File: config.mk
export PLATFORM = sky130hd
export DESIGN_NAME = uart_recv
export DESIGN_NICKNAME = d
export VERILOG_FILES = /design/src/rtl/uart_pkg.sv /design/src/rtl/uart_recv_sync2.sv /design/src/rtl/uart_recv.sv
export SDC_FILE = /design/constraint.sdc
export NUM_CORES = 1
export LEC_CHECK = 0
export CAP_MARGIN = 25
export CORE_UTILIZATION = 50
export CTS_CLUSTER_DIAMETER = 60
export DETAILED_ROUTE_END_ITERATION = 7
export GPL_ROUTABILITY_DRIVEN = 0
export PLACE_DENSITY_LB_ADDON = 0.3
export SYNTH_ARGS = -nofsm -noshare
export SYNTH_HDL_FRONTEND = slang
export SYNTH_HIERARCHICAL = 1
export SYNTH_SLANG_ARGS = --single-unit
export TNS_END_PERCENT = 30
File: constraint.sdc
create_clock -name CLK -period 5.46 [get_ports CLK]
set_input_delay 0.819 -clock CLK [delete_from_list [all_inputs] [get_ports CLK]]
set_output_delay 0.819 -clock CLK [all_outputs]
set_load 0.02 [all_outputs]
File: src/rtl/uart_pkg.sv
// Shared UART definitions: receiver state names, frame width and the default
// bit period used by both the transmitter and the receiver.
package uart_pkg;

  typedef enum logic [2:0] {IDLE, START, DATA, STOP, BREAK} rx_state_t;

  localparam int UART_DATA_BITS = 8;

  // 10416 clocks per bit: 9600 baud from the 100 MHz board clock.
  localparam logic [31:0] UART_WTIME_DEFAULT = 32'h28B0;

endpackage

File: src/rtl/uart_recv_sync2.sv
// Two-flop synchronizer for a single asynchronous input. The reset value is a
// parameter so idle-high lines (UART) and idle-low lines (buttons) both work.
module sync2 #(
  parameter logic RST_VAL = 1'b1
) (
  input  logic CLK,
  input  logic RESET,
  input  logic d,
  output logic q
);

  logic meta_reg;
  logic q_reg;

  always_ff @(posedge CLK) begin
    if (!RESET) begin
      meta_reg <= RST_VAL;
      q_reg    <= RST_VAL;
    end else begin
      meta_reg <= d;
      q_reg    <= meta_reg;
    end
  end

  assign q = q_reg;

endmodule

File: src/rtl/uart_recv.sv
// 8N1 UART receiver, LSB first, with a one-entry holding register and a
// valid/ack handshake toward the consumer.
module uart_recv #(
  parameter logic [31:0] wtime = uart_pkg::UART_WTIME_DEFAULT
) (
  input  logic       CLK,
  input  logic       RESET,
  input  logic       UART_RX,
  output logic [7:0] DATA,
  output logic       DATA_VALID,
  input  logic       DATA_ACK,
  output logic       FRAME_ERR,
  output logic       OVERRUN
);
  import uart_pkg::*;

  localparam logic [2:0] ST_IDLE  = uart_pkg::IDLE;
  localparam logic [2:0] ST_START = uart_pkg::START;
  localparam logic [2:0] ST_DATA  = uart_pkg::DATA;
  localparam logic [2:0] ST_STOP  = uart_pkg::STOP;
  localparam logic [2:0] ST_BREAK = uart_pkg::BREAK;

  localparam logic [31:0] HALF_LAST = wtime / 32'd2 - 32'd1;
  localparam logic [31:0] BIT_LAST  = wtime - 32'd1;

  logic                      rx_s;
  logic                      rx_prev_reg;
  logic [2:0]                state_reg,  state_next;
  logic [31:0]               ct_reg,     ct_next;
  logic [3:0]                bit_reg,    bit_next;
  logic [UART_DATA_BITS-1:0] shreg_reg,  shreg_next;
  logic [7:0]                data_reg,   data_next;
  logic                      valid_reg,  valid_next;
  logic                      ferr_reg,   ferr_next;
  logic                      ovr_reg,    ovr_next;

  sync2 #(
    .RST_VAL (1'b1)
  ) u_rx_sync (
    .CLK   (CLK),
    .RESET (RESET),
    .d     (UART_RX),
    .q     (rx_s)
  );

  always_comb begin
    state_next = state_reg;
    ct_next    = ct_reg;
    bit_next   = bit_reg;
    shreg_next = shreg_reg;
    data_next  = data_reg;
    valid_next = valid_reg & ~DATA_ACK;
    ferr_next  = 1'b0;
    ovr_next   = ovr_reg;
    case (state_reg)
      ST_IDLE: begin
        if (rx_prev_reg && !rx_s) begin
          state_next = ST_START;
          ct_next    = '0;
        end
      end
      ST_START: begin
        if (ct_reg == HALF_LAST) begin
          ct_next    = '0;
          bit_next   = '0;
          state_next = rx_s ? ST_IDLE : ST_DATA;
        end else begin
          ct_next = ct_reg + 32'd1;
        end
      end
      ST_DATA: begin
        if (ct_reg == BIT_LAST) begin
          ct_next                    = '0;
          shreg_next[bit_reg[2:0]]   = rx_s;
          bit_next                   = bit_reg + 4'd1;
          // bit_next[3] is the done flag: the eighth sample has just been taken.
          if (bit_next[3]) begin
            state_next = ST_STOP;
          end
        end else begin
          ct_next = ct_reg + 32'd1;
        end
      end
      ST_STOP: begin
        if (ct_reg == BIT_LAST) begin
          ct_next = '0;
          if (rx_s) begin
            state_next = ST_IDLE;
            if (!valid_reg || DATA_ACK) begin
              data_next  = shreg_reg;
              valid_next = 1'b1;
            end else begin
              ovr_next = 1'b1;
            end
          end else begin
            ferr_next  = 1'b1;
            shreg_next = '0;
            state_next = ST_BREAK;
          end
        end else begin
          ct_next = ct_reg + 32'd1;
        end
      end
      ST_BREAK: begin
        // Wait out a held-low line so it cannot retrigger a frame.
        if (rx_s) begin
          state_next = ST_IDLE;
        end
      end
      default: state_next = ST_IDLE;
    endcase
  end

  always_ff @(posedge CLK) begin
    if (!RESET) begin
      rx_prev_reg <= 1'b1;
      state_reg   <= ST_IDLE;
      ct_reg      <= '0;
      bit_reg     <= '0;
      shreg_reg   <= '0;
      data_reg    <= 8'h00;
      valid_reg   <= 1'b0;
      ferr_reg    <= 1'b0;
      ovr_reg     <= 1'b0;
    end else begin
      rx_prev_reg <= rx_s;
      state_reg   <= state_next;
      ct_reg      <= ct_next;
      bit_reg     <= bit_next;
      shreg_reg   <= shreg_next;
      data_reg    <= data_next;
      valid_reg   <= valid_next;
      ferr_reg    <= ferr_next;
      ovr_reg     <= ovr_next;
    end
  end

  assign DATA       = data_reg;
  assign DATA_VALID = valid_reg;
  assign FRAME_ERR  = ferr_reg;
  assign OVERRUN    = ovr_reg;

endmodule
### Word level (Yosys, flattened, before mapping)

Cells that the tools add are included.

* register bits after elaboration: 61
* bits of input ports: 4
* word-level logic and storage cells: 76

* add/subtract/negate cells: 2
* order comparisons: 2
* eq/ne operators: 13
* muxes and demuxes: 28
* bitwise logic cells: 3
* reduce and logical (&&, ||, !) cells: 17

Operators by type and width (count)
* 32-bit 2-to-1 mux: 3
* 32-bit one-hot mux with 3 select lines: 1
* 32-bit by 1-bit adder with 32-bit output (second input constant): 1
* 32-bit by 13-bit equality test with 1-bit output (second input constant): 1
* 32-bit by 14-bit equality test with 1-bit output (second input constant): 1
* 8-bit 2-to-1 mux: 3
* 3-bit 2-to-1 mux: 7
* 8-bit one-hot mux with 2 select lines: 1
* 3-bit one-hot mux with 5 select lines: 1
* 2-bit != test (second input constant): 6
* 4-bit AND reduction: 3
* 8-bit bitwise mux: 1
* 4-bit 2-to-1 mux: 2
* 4-bit one-hot mux with 2 select lines: 1
* 3-bit by 2-bit equality test with 1-bit output (second input constant): 2
* 1-bit 2-to-1 mux: 6
* 3-bit AND reduction: 2
* 6-bit AND reduction: 1
* 4-bit by 1-bit adder with 4-bit output (second input constant): 1
* 3-bit by 4-bit less-than comparator with 1-bit output (second input constant): 1
* 2-bit nonzero test: 2
* 1-bit demux with 3-bit select: 1
* 3-bit by 1-bit equality test with 1-bit output (second input constant): 1
* 3-bit equality test (second input constant): 1
* 12 further kinds: 15

### Depth between registers and ports, before layout

* word-level depth: 7
* depth in mapped cells: 9
* depth with buffers taken out: 7

### Modules after synthesis

The synthesis kept the hierarchy.

By module, submodules not included
* uart_recv: instances 1, cells an instance 389, area each 3145.5 sq um
* sync2: instances 1, cells an instance 4, area each 52.6 sq um

### Least setup slack after synthesis

OpenSTA, ideal clock, no wires.

* path kind: reg-to-reg
* start: reg ct_reg[0]
* end: reg data_reg[7] (netlist: DATA[7])
* arrival: 2.166 ns
* data required time: 5.346 ns
* path slack: 3.180 ns
* cell stages (with the launch flop): 10
* path through: dfxtp_1 > ha_1 > and4b_1 > nand3_1 > or4_4 > or3_1 > buf_6 > buf_12 > nand3_2 > o21ai_2

* cells in the longest elaborated chain, start to end: 2

Ends and longest elaborated chain
* from (decl): line uart_recv.sv:29 `logic [31:0] ct_reg, ct_next;`
* from (signal assigned): line uart_recv.sv:128 `ct_reg <= ct_next;`
* 32-bit by 14-bit equality test with 1-bit output: line uart_recv.sv:85 `if (ct_reg == BIT_LAST) begin`
* 4-bit AND reduction (no line)
* to (signal assigned): line uart_recv.sv:131 `data_reg <= data_next;`
* to (decl): line uart_recv.sv:32 `logic [7:0] data_reg, data_next;`

Every way passes these cells.
A chain may end at the register's enable or synchronous reset.

==> impl_metrics.csv <==
group,metric,value,unit
global_route,track_usage,0.2122,
critical_path,cp.required,5.72,ns
die,rows,28,
placement,place_ws,2.254,ns
clock_tree,htreeDepth,3,
logic_synthesis,syn_area_per_cell,8.138,sq um
die,die_w,81.98,um
routing,viasPerCell,5.863,
pwr,power_density,257.2,mW/mm^2
timing,fin_crit_sh,0.5334,
logic_synthesis,yosys_warnings,6,
logic_synthesis,synthMuxAreaShare,0.006260,
routing,drt_iter0_drc,158,
logic_synthesis,synth_fp_nets,399,
global_route,met2_usage,0.3347,
timing,min_period,2.912,ns
critical_path,worstPathArrival,3.17,ns
routing,wire_per_inst,13.72,um
final_layout,final_util,0.5834,
logic_synthesis,ys.flop_type,"dfxtp_1",
global_route,grt_max_degree,38,
timing,worst-slew-pin-transition,0.9549,ns
timing,rsz0062_at_grt,"no",
status,status,"finished, final reports clean",
logic_synthesis,netlist_area,0.003198,sq mm
flow_run,maxCapViolations,0,
final_layout,syn_to_final_growth,10.56,%
routing,first_pass_iters,4,
placement,place_area,0.003329,sq mm
clock_tree,post_cts_buffers,0,
clock_tree,root_buffer,"clkbuf_8",
clock_tree,cts_made_buffers,9,
final_layout,fillers,566,
timing,skew,0.01038,ns
final_layout,fin_cells,475,
logic_synthesis,synth_compound_area_frac,0.2199,
clock_tree,hold_buffers,0,
logic_synthesis,async_flop_share,0,
timing,finalMaxSlewViolations,0,
die,die_area,0.006720,sq mm
global_route,grt_pass1_vias,2395,
logic_synthesis,synth_cell_types,57,
clock_tree,cts_tree,"built",
final_layout,nets,401,
placement,port_buffers,14,
global_route,grt_use_met3,0.05778,
global_route,antenna_found_initial,0,
global_route,grt_pass1_wl,10.85,mm
critical_path,endpoint_kind,"flop",
logic_synthesis,synth_edf_count,0,
clock_tree,cts.sinks,61,
logic_synthesis,synth_top_family_by_area,"simple AND/OR/NAND/NOR gates",
placement,hpwlAfterDp,4.535,mm
clock_tree,cts_resized,0,
timing,fin_ws,2.548,ns
die,start_util,0.5277,
logic_synthesis,synthCells,393,
global_route,met1_usage,0.2782,
routing,wirelength,6.518,mm
timing,slew-limit-headroom,0.3614,
logic_synthesis,synth.ff_latch_count,61,
die,core,0.006061,sq mm
die,dieHeight,81.98,um
final_layout,final_area,0.003536,sq mm
timing,setup_viol,0,
clock_tree,cts_buffer_depth,2,
pwr,irDropWorstVdd,163.4,uV
die,io_pins,15,
routing,drc,0,
timing,max_freq,343.4,MHz
logic_synthesis,synth_xor_area_frac,0.01095,
final_layout,antenna_cells,0,
logic_synthesis,synthAdderAreaFrac,0.007825,
pwr,leakage,1.219,nW
routing,vias,2785,
critical_path,path_max_fanout,32,
clock_tree,clk_pin_slew,0.08,ns
min_path,hp-class,"flop to flop",
final_layout,drive_gt1_frac,0.1025,
global_route,grt_busiest_layer,"met2",
clock_tree,clk_latency,0.35,ns
critical_path,crit_type,"primary input to flop",
routing,antenna_left,0,
global_route,overflow,0,
timing,hold_viol,0,
timing,tns,0,ns
final_layout,largest_register_ffs,32,
logic_synthesis,synth.yosys.seq_area_share,0.3818,
logic_synthesis,synth-simple-area-share,0.3306,
critical_path,start_kind,"primary input",
placement,placed_cells,459,
[critical path, stage by stage]
cell and delay (ns):
clkdlybuf4s50_1 1.10, nand3_1 0.15, nor4_1 0.65, nand2b_1 0.23, o31ai_1 0.22
[cell type report]
type | count | area [sq um] | area share
multi-input combinational | 303 | 1844 | 0.5216
sequential | 61 | 1221 | 0.3454
timing repair buffer | 16 | 155.1 | 0.04388
clock buffer | 9 | 123.9 | 0.03503
tap | 75 | 93.84 | 0.02654
clock inverter | 7 | 82.58 | 0.02335
inverter | 4 | 15.01 | 0.004246
[cell usage in the layout, fill, tap and decap left out, drive strengths merged, types with 3 or more instances in the layout]
cell and n:
a21boi 3, nor4 8, a21o 8, inv 7, o311ai 7, and4 4
nor2b 9, o31ai 3, nand4 8, or2 4, a22o 7, clkbuf 9
nor3 4, o21ai 28, dfxtp 61, a31oi 7, or3 4, o21bai 6
nand2b 9, nand3 35, or4 3, nor2 33, and3 8, nand2 54
a21oi 16, xnor2 4, clkdlybuf4s50 14
[synthesized netlist by cell type (all sizes together) (3+ instances only)]
library cell  count  area, sq um
a22o              7        61.31
a21oi            16        80.08
nor3              4        20.02
dfxtp            61         1221
a21o              8        60.06
or2               4        25.02
o311ai            7        61.31
nand2            54        202.7
and4              4        35.03
nand4             8        50.05
clkbuf           18        67.56
or4               3        26.27
a31oi             7        43.79
and3              8        50.05
nand2b            9        56.30
a21boi            3        22.52
nor4              8        83.83
nor2             33        123.9
or3               4        25.02
o31ai             3        22.52
buf               7        53.80
o21bai            6        45.04
nand3            35        190.2
inv               4        15.01
nor2b             9        56.30
o21ai            28        170.2
xnor2             4        35.03
[power breakdown]
group | internal (mW) | switching, mW | total, mW
logic | 0.0153 | 0.0267 | 0.0420
registers | 0.447 | 0.00381 | 0.450
clock network | 0.217 | 0.199 | 0.417
total | 0.679 | 0.230 | 0.909
[per-layer routing]
| layer | routed length [um] | share of wire |
|---|---|---|
| met3 | 214 | 0.033 |
| met5 | 0 | 0 |
| met2 | 2935 | 0.45 |
| met1 | 3291 | 0.50 |
| met4 | 76 | 0.012 |
[kinds of logic after synthesis]
logic type	count (synthesis)
xor+xnor	4
fa+ha+maj	2
buf+inv	29
compound gates	99
mux	2
flops	61
simple gates	196
[worst paths after layout]
kind / from / to / slack (ns) / cells past startpoint
worst max-delay path: RESET / shreg_reg[0] / 2.55 / 5
worst min-delay path: u_rx_sync/meta_reg / u_rx_sync/q / 0.44 / 1
worst max register to register: ct_reg[0] / DATA[5] / 2.78 / 7
worst min register to register: u_rx_sync/meta_reg / u_rx_sync/q / 0.44 / 1
[through the flow]
| stage | total power, mW | hold WS (ns) |
|---|---|---|
| 6_report | 0.9093 | 0.4418 |
| 5_1_grt | 0.9401 | 0.4624 |
| 4_1_cts | 0.9197 | 0.4415 |
| 3_5_place_dp | 0.5029 | 0.4221 |
| 3_3_place_gp | 0.5018 | 0.4046 |
| 2_1_floorplan | 0.4926 | 0.3863 |
Note: power is estimated with default switching activity, not from simulation.
